==> src/rtl/sipo_pkg.sv <==
// Shared definitions for the serial-to-parallel deserializer.
package sipo_pkg;

  localparam int SIPO_WIDTH_DEF = 8;

  typedef enum logic {
    IDLE  = 1'b0,
    SHIFT = 1'b1
  } sipo_state_e;

endpackage

==> src/rtl/sipo_shift_reg.sv <==
// WIDTH-bit shift register; load_first clears the word and places the first bit.
module sipo_shift_reg
  import sipo_pkg::*;
#(
  parameter int WIDTH     = SIPO_WIDTH_DEF,
  parameter int MSB_FIRST = 1
) (
  input  logic             clk,
  input  logic             rst,
  input  logic             shift_en,
  input  logic             load_first,
  input  logic             bit_in,
  output logic [WIDTH-1:0] data
);

  logic [WIDTH-1:0] load_val;
  logic [WIDTH-1:0] shift_val;

  // MSB-first shifts toward the MSB so the first bit ends in data[WIDTH-1].
  if (MSB_FIRST != 0) begin : g_msb
    assign load_val  = {{(WIDTH-1){1'b0}}, bit_in};
    assign shift_val = {data[WIDTH-2:0], bit_in};
  end else begin : g_lsb
    assign load_val  = {bit_in, {(WIDTH-1){1'b0}}};
    assign shift_val = {bit_in, data[WIDTH-1:1]};
  end

  always_ff @(posedge clk) begin
    if (rst) begin
      data <= '0;
    end else if (load_first) begin
      data <= load_val;
    end else if (shift_en) begin
      data <= shift_val;
    end
  end

endmodule

==> src/rtl/sipo_deser.sv <==
// Serial-in parallel-out deserializer with framing, holding register and handshake.
// state | meaning
// IDLE  | waiting for a frame_start-qualified bit
// SHIFT | assembling words; wraps back-to-back without a new frame_start
module sipo_deser
  import sipo_pkg::*;
#(
  parameter int WIDTH     = SIPO_WIDTH_DEF,
  parameter int MSB_FIRST = 1
) (
  input  logic             clk,
  input  logic             rst,
  input  logic             bit_in,
  input  logic             bit_valid,
  input  logic             frame_start,
  output logic [WIDTH-1:0] word_data,
  output logic             word_valid,
  input  logic             word_ready,
  output logic             overrun,
  output logic             frame_err
);

  localparam int            CW       = $clog2(WIDTH + 1);
  localparam logic [CW-1:0] CNT_LAST = CW'(WIDTH - 1);
  localparam logic [CW-1:0] CNT_ONE  = CW'(1);

  sipo_state_e      state;
  logic [CW-1:0]    count;
  logic [WIDTH-1:0] sr_data;
  logic             done_q;
  logic             accept_first;
  logic             accept_shift;
  logic             complete;

  always_comb begin
    accept_first = bit_valid && frame_start;
    accept_shift = bit_valid && !frame_start && (state == SHIFT);
    complete     = accept_shift && (count == CNT_LAST);
  end

  sipo_shift_reg #(
    .WIDTH     (WIDTH),
    .MSB_FIRST (MSB_FIRST)
  ) u_shift_reg (
    .clk        (clk),
    .rst        (rst),
    .shift_en   (accept_shift),
    .load_first (accept_first),
    .bit_in     (bit_in),
    .data       (sr_data)
  );

  // done_q delays the transfer one edge so sr_data already holds the last bit.
  always_ff @(posedge clk) begin
    if (rst) begin
      state      <= IDLE;
      count      <= '0;
      done_q     <= 1'b0;
      word_data  <= '0;
      word_valid <= 1'b0;
      overrun    <= 1'b0;
      frame_err  <= 1'b0;
    end else begin
      overrun   <= 1'b0;
      frame_err <= 1'b0;
      done_q    <= complete;

      if (accept_first) begin
        state     <= SHIFT;
        count     <= CNT_ONE;
        frame_err <= (state == SHIFT) && (count != '0);
      end else if (accept_shift) begin
        count <= complete ? '0 : count + CNT_ONE;
      end

      if (done_q) begin
        if (word_valid && !word_ready) begin
          overrun <= 1'b1;
        end else begin
          word_data  <= sr_data;
          word_valid <= 1'b1;
        end
      end else if (word_ready) begin
        word_valid <= 1'b0;
      end
    end
  end

endmodule

==> config.mk <==
export PLATFORM = sky130hd
export DESIGN_NAME = sipo_deser
export DESIGN_NICKNAME = d
export VERILOG_FILES = /design/src/rtl/sipo_pkg.sv /design/src/rtl/sipo_shift_reg.sv /design/src/rtl/sipo_deser.sv
export SDC_FILE = /design/constraint.sdc
export NUM_CORES = 1
export LEC_CHECK = 0
export CORE_MARGIN = 2
export CORE_UTILIZATION = 30
export CTS_CLUSTER_SIZE = 20
export DETAILED_ROUTE_END_ITERATION = 8
export SLEW_MARGIN = 25
export SYNTH_ARGS = -nofsm -noshare
export SYNTH_HDL_FRONTEND = slang
export SYNTH_SLANG_ARGS = --single-unit
==> constraint.sdc <==
create_clock -name clk -period 1.35 [get_ports clk]
set_clock_uncertainty 0.05 [all_clocks]
set_input_delay 0.2025 -clock clk [delete_from_list [all_inputs] [get_ports clk]]
set_output_delay 0.2025 -clock clk [all_outputs]
set_load 0.03 [all_outputs]
==> reports/results.ini, run 1 <==
[power]
power.leakage_nw=0.510
p_per_area_nw_per_um2=936
ir_drop_uv=293

[finish]
syn2layout_area_growth_pct=31.2
post-route-util_pct=41.3
design_area_um2=1250
multi_input_area_um2=420
n_antenna_cell=0
final_cell_mix=24 x dfxtp_1, 12 x nor2_1, 12 x a21oi_1, 10 x o21ai_0
fin_nets=135
drive_above_1_share_pct=11.9
n_fill_cell=301
ff_latch_area_um2=502
layout_commonest_cell=dfxtp_1
stdcell_count=170

[sta]
finalCritPeriodShare_pct=95.7
setup_slack_ps=57.5
rsz0062_at_grt=true
finalCriticalPeriod_ps=1290
clock.fmax_mhz=774
relSlewSlack_pct=70.6
finalMaxSlewViolations=0
timing.final.hold_violations=0
setup_viol=0
hold-worst-slack_ps=432
tightest_slew_ps=431

[clock_network]
post_cts_buffers=0
clock_latency_ps=320
cts_root_buf=clkbuf_4
cts_buffers=3
tritoncts=yes
clock-sinks=25
postCtsHoldBufs=0
clk_path_buf_depth=2
htreeDepth=1
clk_pin_slew_ps=130

[synth]
async_reset_ff_share_pct=0
syn_inst=103
yosysSeqAreaShare_pct=52.5
yosysUniqueCellTypes=24
synthesis.area_um2=953
synth.avg_cell_area_um2=9.26
synth_nets=111
yosysWarningCount=0
ys.flop_type=dfxtp_1
synth_edf_count=0
ys_ff_latch=25

[grt]
grt_overflow=0
grt_use_total_pct=11.9
grt_pass1_wl_um=3200
use_met1_pct=14.4
grt_pass1_vias=730
use_met2_pct=19.4
met3_usage_pct=1.49
grt_max_degree=14
busiest_layer=met2
antenna_found_initial=0

[worst_setup_path]
reg2reg_to=count[3]$_SDFFE_PP0P_
path_class=flip-flop to flip-flop
reg2regPathDepth=3
path_max_fanout=4
r2r_slack_ps=60
critPathRequiredTime_ps=1570
arrival_ps=1510
cp-end-kind=flip-flop
timing.critical_path.to=count[3]$_SDFFE_PP0P_
r2r_start=count[0]$_SDFFE_PP0P_
start_kind=flip-flop
startpoint=count[0]$_SDFFE_PP0P_

[die]
core_um2=3030
die_x_um=60.4
rows=20
die_area_um2=3650
io_pins=17
initial_utilization_pct=31.5
fp.dieH_um=60.4

[place]
place_area_um2=1230
port-buffer-count=16
pre_cts_ws_ps=-177
dp_cells=166
hpwl_um=1420
gp_congestion=0.841

[drt]
via_per_inst=4.75
drc=0
routed-via-count=807
drtIter0Drc=21
first_pass_iters=4
wl_per_cell_um=11.2
totalWireLength_um=1910
final_antenna_net_count=0

[hold_path]
hold_path_class=input pin to flip-flop

[job]
maxCapViolCount=0

[status]
status=completed

[through the flow]
step           total power [mW]  TNS (ps)
2_1_floorplan             0.800         0
3_3_place_gp              0.848      -991
3_5_place_dp              0.850     -1640
4_1_cts                    1.18         0
5_1_grt                    1.22    -0.861
6_report                   1.17         0
[cell type report]
class,instances,share of cell area [%]
flip-flops and latches,25,40.1
multi-input cells,69,33.6
repair buffers,24,18.6
well taps,44,4.40
clock buffers,4,2.10
inverters,4,1.20
[how the worst min path moves through the flow]
| stage | from | end | slack (ps) | cells past startpoint |
|---|---|---|---|---|
| floorplan | rst | word_data[7]$_SDFFE_PP0P_ | 220 | 1 |
| global placement | word_data[0]$_SDFFE_PP0P_ | word_data[0]$_SDFFE_PP0P_ | 420 | 2 |
| detailed placement | word_data[2]$_SDFFE_PP0P_ | word_data[2]$_SDFFE_PP0P_ | 420 | 2 |
| CTS | word_data[2]$_SDFFE_PP0P_ | word_data[2]$_SDFFE_PP0P_ | 430 | 2 |
| global route | word_data[3]$_SDFFE_PP0P_ | word_data[3]$_SDFFE_PP0P_ | 460 | 2 |
| finish | bit_in | u_shift_reg.data[0]$_SDFFE_PP0P_ | 430 | 3 |
[state kept, by name, summed over array words and instances, names as in the netlist]
| name | count |
|---|---|
| u_shift_reg.data | 8 |
| frame_err | 1 |
| word_data | 8 |
| word_valid | 1 |
| count | 4 |
| done_q | 1 |
| overrun | 1 |
| state | 1 |
[critical path: stages, from the launching register on]
cell,delay (ps)
dfxtp_2,360
ha_2,190
or4_1,500
a21oi_1,130
[routing by layer]
metal | share of wire (%) | vias to the layer above
li1 | - | 408
met1 | 46 | 372
met2 | 46 | 22
met3 | 4.3 | 5
met4 | 3.1 | 0
met5 | 0 | -
[report_power, final]
group	internal (mW)	switching [mW]
registers	0.745	0.00631
logic	0.0442	0.0394
clock network	0.116	0.221
[timing repair]
action,4_1_cts,5_1_grt
cloned,0,0
setup endpoints to repair,12,11
gates resized for setup,12,13
[Yosys cell counts, types with 2 or more instances]
master / n / share of area (%)
nand3_1: 9 / 4.7
nor2_1: 12 / 4.7
o21ai_0: 10 / 5.2
clkbuf_1: 4 / 1.6
a21oi_1: 12 / 6.3
nand2_1: 2 / 0.79
ha_1: 2 / 2.6
inv_1: 4 / 1.6
mux2i_1: 9 / 9.4
dfxtp_1: 25 / 52
[cells by family (layout without fill, tap and decap cells)]
group                    Yosys count  after routing  share of synthesized area [%]
adder cells (fa/ha/maj)            2              2                           2.62
multiplexers                       9              9                           9.45
flip-flops                        25             25                           52.5
AO/OA/AOI/OAI                     26             26                           15.0
AND/OR/NAND/NOR                   31             31                           15.9
buffers and inverters              9             32                           3.67
XOR/XNOR                           1              1                          0.919
No activity file was read; power rests on OpenSTA's default activity.
==> run 2, diff against run 1 <==
==> constraint.sdc (replaced) <==
create_clock -name clk -period 1.35 [get_ports clk]
set_clock_uncertainty 0.05 [all_clocks]
set_input_delay 0.27 -clock clk [delete_from_list [all_inputs] [get_ports clk]]
set_output_delay 0.27 -clock clk [all_outputs]
set_load 0.03 [all_outputs]
==> run 2 against run 1 <==
Compared with the run above:
- register-to-register slack got worse by 40 ps
- non-clock buffer count is 2 higher
- clock power shrank 4%
- worst hold slack improved by 3.6 ps
- cell count increased by 1.2%
- sequential power about the same
- power down 0.64%
- cell area increased by 1.2%
- largest cell class unchanged
- fmax decreased by 3.0%
- combinational power is 9.6% higher
==> reports/results.ini, run 2 (same netlist as run 1, synthesis figures left out) <==
[die]
fp.dieH_um=60.4  ; unchanged
die_area_um2=3650  ; unchanged
core_um2=3030  ; unchanged
rows=20  ; unchanged
initial_utilization_pct=31.5  ; unchanged
die_x_um=60.4  ; unchanged
io_pins=17  ; unchanged

[power]
power.internal_mw=0.905  ; about the same
power.share.combinational_pct=7.9  ; was 7.1%
switchingPower_mw=0.259  ; was 0.266 mW
p_seq_share_pct=64.5  ; was 64.1%
switching_share_pct=22.3  ; was 22.7%
clkPwrFrac_pct=27.7  ; was 28.7%
power.leakage_nw=0.520  ; was 0.510 nW
p_per_area_nw_per_um2=919  ; was 936 nW/um^2
ir_drop_uv=277  ; was 293 uV

[finish]
n_fill_cell=305  ; was 301
design_area_um2=1270  ; was 1250 um^2
multi_input_area_um2=428  ; was 420 um^2
drive_above_1_share_pct=23.4  ; was 11.9%
fin_nets=137  ; was 135
stdcell_count=172  ; was 170
n_antenna_cell=0  ; unchanged
final_cell_mix=23 x dfxtp_1, 12 x nor2_1, 11 x a21oi_1, 10 x o21ai_0  ; was 24 x dfxtp_1, 12 x nor2_1, 12 x a21oi_1, 10 x o21ai_0
syn2layout_area_growth_pct=32.8  ; was 31.2%
ff_latch_area_um2=503  ; was 502 um^2
layout_commonest_cell=dfxtp_1  ; unchanged
top_regs=u_shift_reg.data (8), word_data (8), count (4)  ; unchanged

[worst_setup_path]
reg2regPathDepth=3  ; unchanged
critPathRequiredTime_ps=1560  ; was 1570 ps
arrival_ps=1540  ; was 1510 ps
cp-end-kind=flip-flop  ; unchanged
path_max_fanout=3  ; was 4
start_kind=flip-flop  ; unchanged
path_class=flip-flop to flip-flop  ; unchanged

[sta]
tightest_slew_ps=345  ; was 431 ps
timing.final.hold_violations=0  ; unchanged
finalMaxSlewViolations=0  ; unchanged
relSlewSlack_pct=76.7  ; was 70.6%
finalCritPeriodShare_pct=98.7  ; was 95.7%
rsz0062_at_grt=true  ; unchanged
setup_viol=0  ; unchanged
clock.fmax_mhz=750  ; was 774 MHz
setup_slack_ps=17.0  ; was 57.5 ps
finalCriticalPeriod_ps=1330  ; was 1290 ps

[clock_network]
clock_latency_ps=310  ; was 320 ps
tritoncts=yes  ; unchanged
clock-sinks=25  ; unchanged
clk_path_buf_depth=2  ; unchanged
htreeDepth=1  ; unchanged
cts_buffers=3  ; unchanged
clk_pin_slew_ps=140  ; was 130 ps
cts_root_buf=clkbuf_4  ; unchanged

[place]
dp_cells=167  ; was 166
gp_congestion=0.861  ; was 0.841
place_area_um2=1240  ; was 1230 um^2
hpwl_um=1450  ; was 1420 um
port-buffer-count=16  ; unchanged
pre_cts_ws_ps=-283  ; was -177 ps

[status]
status=completed  ; unchanged

[grt]
grt_overflow=0  ; unchanged
grt_max_degree=15  ; was 14
grt_pass1_vias=774  ; was 730
grt_pass1_wl_um=3370  ; was 3200 um
grt_use_total_pct=12.5  ; was 11.9%
antenna_found_initial=0  ; unchanged

[drt]
drtIter0Drc=25  ; was 21
totalWireLength_um=1980  ; was 1910 um
final_antenna_net_count=0  ; unchanged
via_per_inst=4.74  ; was 4.75
drc=0  ; unchanged
wl_per_cell_um=11.5  ; was 11.2 um
first_pass_iters=4  ; unchanged
routed-via-count=815  ; was 807

[hold_path]
hold_depth=2  ; was 3
hold_path_class=flip-flop to flip-flop  ; was input pin to flip-flop

[job]
maxCapViolCount=0  ; unchanged

[run 2: cell types whose count changed in the layout (fill, tap and decap cells not counted), sizes merged]
cell and delta:
buf +5, clkdlybuf4s15 -3, dlygate4sd2 -2, clkinv +1, clkdlybuf4s18 +1
[run 2: path summary, 6_finish.rpt]
path / start / end / slack [ps]
setup / recovery: count[0]$_SDFFE_PP0P_ / count[3]$_SDFFE_PP0P_ / 20
hold / removal: word_data[5]$_SDFFE_PP0P_ / word_data[5]$_SDFFE_PP0P_ / 440
setup reg to reg: count[0]$_SDFFE_PP0P_ / count[3]$_SDFFE_PP0P_ / 20
hold reg to reg: word_data[5]$_SDFFE_PP0P_ / word_data[5]$_SDFFE_PP0P_ / 440
[run 2: routing by layer]
| layer | vias to the layer above | global-route usage, % | wire length [um] |
|---|---|---|---|
| met4 | 0 | 6.67 | 33 |
| met2 | 19 | 21.1 | 925 |
| li1 | 412 | - | - |
| met5 | - | 0 | 0 |
| met3 | 2 | 2.56 | 64 |
| met1 | 382 | 15.0 | 958 |
[run 2: layout make-up]
type | instances | share of cell area, %
Clock buffer | 3 | 1.78
Timing Repair Buffer | 26 | 18.8
Multi-Input combinational cell | 69 | 33.8
Sequential cell | 25 | 39.7
Tap cell | 44 | 4.35
Clock inverter | 1 | 0.395
Inverter | 4 | 1.19
[run 2: worst max-delay path: stages, from the launching register on]
cell and delay [ps]:
dfxtp_2 350, ha_1 220, or4_4 520, a21oi_2 140
[run 2: timing repair]
action | in CTS | in global routing
setup buffers | 1 | 0
resized for setup | 30 | 10
endpoints found under the setup margin | 11 | 9
hold buffers | 0 | 0
[run 2: stage by stage]
| step | power, mW | setup TNS [ps] | hold WS (ps) | utilization (%) |
|---|---|---|---|---|
| after detailed placement | 0.852 | -2950 | 423 | 40.9 |
| after global routing | 1.22 | -29.7 | 473 | 41.8 |
| after floorplan | 0.800 | 0 | 289 | - |
| final | 1.16 | 0 | 436 | 41.8 |
| after global placement | 0.850 | -2380 | 415 | 40.9 |
| after CTS | 1.18 | 0 | 440 | 42.6 |
[run 2: power by group through the flow]
stage	clock (mW)	combinational [mW]	sequential, mW
2_1_floorplan	0	0.0329	0.767
3_3_place_gp	0	0.0834	0.767
3_5_place_dp	0	0.0851	0.767
4_1_cts	0.335	0.0910	0.750
5_1_grt	0.366	0.100	0.752
6_report	0.322	0.0916	0.751
==> RTL change, RTL diff (flow settings as in run 2) <==
Compare `count` against `CNT_LAST` with >= in place of ==.
--- a/src/rtl/sipo_deser.sv
+++ b/src/rtl/sipo_deser.sv
@@ -35,7 +35,7 @@
   always_comb begin
     accept_first = bit_valid && frame_start;
     accept_shift = bit_valid && !frame_start && (state == SHIFT);
-    complete     = accept_shift && (count == CNT_LAST);
+    complete     = accept_shift && (count >= CNT_LAST);
   end
 
   sipo_shift_reg #(
Formal check against the unedited RTL: same outputs for any inputs over 10 cycles, from zero or initial values and one cycle with rst high; that may be too few to reach the edited logic, so the function may still have changed.
==> RTL change against run 2 <==
  * Sequential cell count unchanged
  * Count of clock-buffer cells in the layout did not move
  * Worst hold slack lost 0.019 ns
  * Area after synthesis fell by 0.39%
  * Critical path type is now register to output pin
  * Wire length down 5.4%
  * Worst setup slack better by 0.030 ns
  * First-iteration DRC count shrank 12%
  * Non-clock buffer count increased by 1
  * Total power fell by 1.0%
  * Final area down 0.79%
==> RTL change: results (changes against run 2) <==
drt:
  drtIter0Drc: 22  # was 25
  wl_met1_um: 948  # was 958 um
  wl_met2_um: 828  # was 925 um
  top_layer_used: "met4"  # unchanged
  ant_nets: 0  # unchanged
  wirelength_um: 1870  # was 1980 um
  vias_per_cell: 4.65  # was 4.74
  drt-pass1-iter-count: 4  # unchanged
  wl_met3_um: 69  # was 64 um
global_route:
  use_met2: 0.183  # was 0.211
  grt_max_degree: 15  # unchanged
  antenna_found_initial: 0  # unchanged
  track_usage: 0.111  # was 0.125
  grt_pass1_vias: 717  # was 774
  use_met3: 0.0195  # was 0.0256
  grt_pass1_wl_um: 3040  # was 3370 um
  use_met1: 0.141  # was 0.150
power_and_ir_drop:
  leakagePower_nw: 0.446  # was 0.520 nW
  ir_worst_vdd_v: 0.000262  # was 0.000277 V
synthesis:
  ys_seq_area_frac: 0.527  # was 0.525
  synth-compound-area-share: 0.194  # was 0.150
  syn_nets: 121  # was 111
  synth-warning-count: 0  # unchanged
  synthDistinctLibCells: 22  # was 24
  synth-adder-area-share: 0.0264  # was 0.0262
  synthXorXnorAreaFrac: 0  # was 0.00919
  yosys-top-cells-area: "dfxtp_1 (53%), a21oi_1 (12%), nand2_1 (6.7%), nand3_1 (5.3%), o21ai_0 (5.3%)"  # was dfxtp_1 (52%), mux2i_1 (9.4%), a21oi_1 (6.3%), o21ai_0 (5.2%), nand3_1 (4.7%)
  synthMuxAreaShare: 0.0105  # was 0.0945
  syn_area_per_cell_um2: 8.40  # was 9.26 um^2
  yosys-top-cells-count: "dfxtp_1 (25), a21oi_1 (22), nand2_1 (17)"  # was dfxtp_1 (25), a21oi_1 (12), nor2_1 (12)
  synth-async-reset-ratio: 0  # unchanged
  synth_top_cell_area_share: 0.527  # was 0.525
clock_network:
  clk_pin_slew_ns: 0.13
sta:
  slew_headroom: 0.680  # was 0.767
layout:
  drive_gt1_frac: 0.188  # was 0.234
  nNetsFinal: 147  # was 137
  stdcell_count: 182  # was 172
worst_setup_path:
  critical-path-top-delay-family: "buffers and inverters"  # was simple AND/OR/NAND/NOR gates
  slowest_delay_ns: 0.35  # was 0.52 ns
  cp.arrival_ns: 0.98  # was 1.54 ns
  critPathMaxFanout: 1  # was 3
  crit_slowest_cell: "clkdlybuf4s15_1"  # was or4_4
worst_hold_path:
  hold_class: "register to register"  # unchanged
placed_design:
  dpl_cell_area_um2: 1250  # was 1240 um^2
  preCtsSetupSlack_ns: -0.184  # was -0.283 ns
  routabilityCongestion: 0.717  # was 0.861
  dpl.hpwl_um: 1410  # was 1450 um
status:
  status: "completed"  # unchanged
RTL change: cell count changes in the layout (fill, tap and decap cells not counted), sizes merged, moves of 2 or more:
cell                  run 2  this run
a21oi                    12        22
mux2i                     9         1
nand2                     2        17
clkdlybuf4s15             4         6
clkbuf                    6         8
buf                      13        11
nor2                     12         4
RTL change: through the flow:
stage               TNS [ns]  utilization
global placement       -2.10        0.412
floorplan                  0            -
CTS                        0        0.422
global route               0        0.415
detailed placement     -2.61        0.412
finish                     0        0.415
RTL change: final timing paths:
path | startpoint | endpoint | slack (ns) | cells after the start
worst max register to register | count[0]$_SDFFE_PP0P_ | count[3]$_SDFFE_PP0P_ | 0.06 | 4
worst max-delay path | overrun$_SDFF_PP0_ | overrun | 0.05 | 1
worst min register to register | u_shift_reg.data[7]$_SDFFE_PP0P_ | u_shift_reg.data[7]$_SDFFE_PP0P_ | 0.42 | 2
worst min-delay path | u_shift_reg.data[7]$_SDFFE_PP0P_ | u_shift_reg.data[7]$_SDFFE_PP0P_ | 0.42 | 2
RTL change: worst min-delay path, cell delays in order, from the launching register on:
cell     delay (ns)
dfxtp_1        0.34
nand2_1        0.05
a21oi_1        0.05
RTL change: power breakdown:
group,switching [W],total (W),internal (W)
sequential,0.00000833,0.000754,0.000745
combinational,0.0000357,0.0000788,0.0000431
clock,0.000210,0.000320,0.000110
total,0.000254,0.00115,0.000899
RTL change: layout make-up:
cell class | count | area, um^2
clock inverters | 1 | 5.00
well taps | 44 | 55.1
flip-flops and latches | 25 | 502
fillers | 317 | 1770
inverters | 4 | 15.0
multi-input cells | 78 | 408
clock buffers | 3 | 22.5
repair buffers | 27 | 249
RTL change: what timing repair did:
action / in CTS / in global routing
setup endpoints to repair: 11 / 7
setup buffers: 0 / 0
hold buffers: 0 / 0
resized for setup: 26 / 7
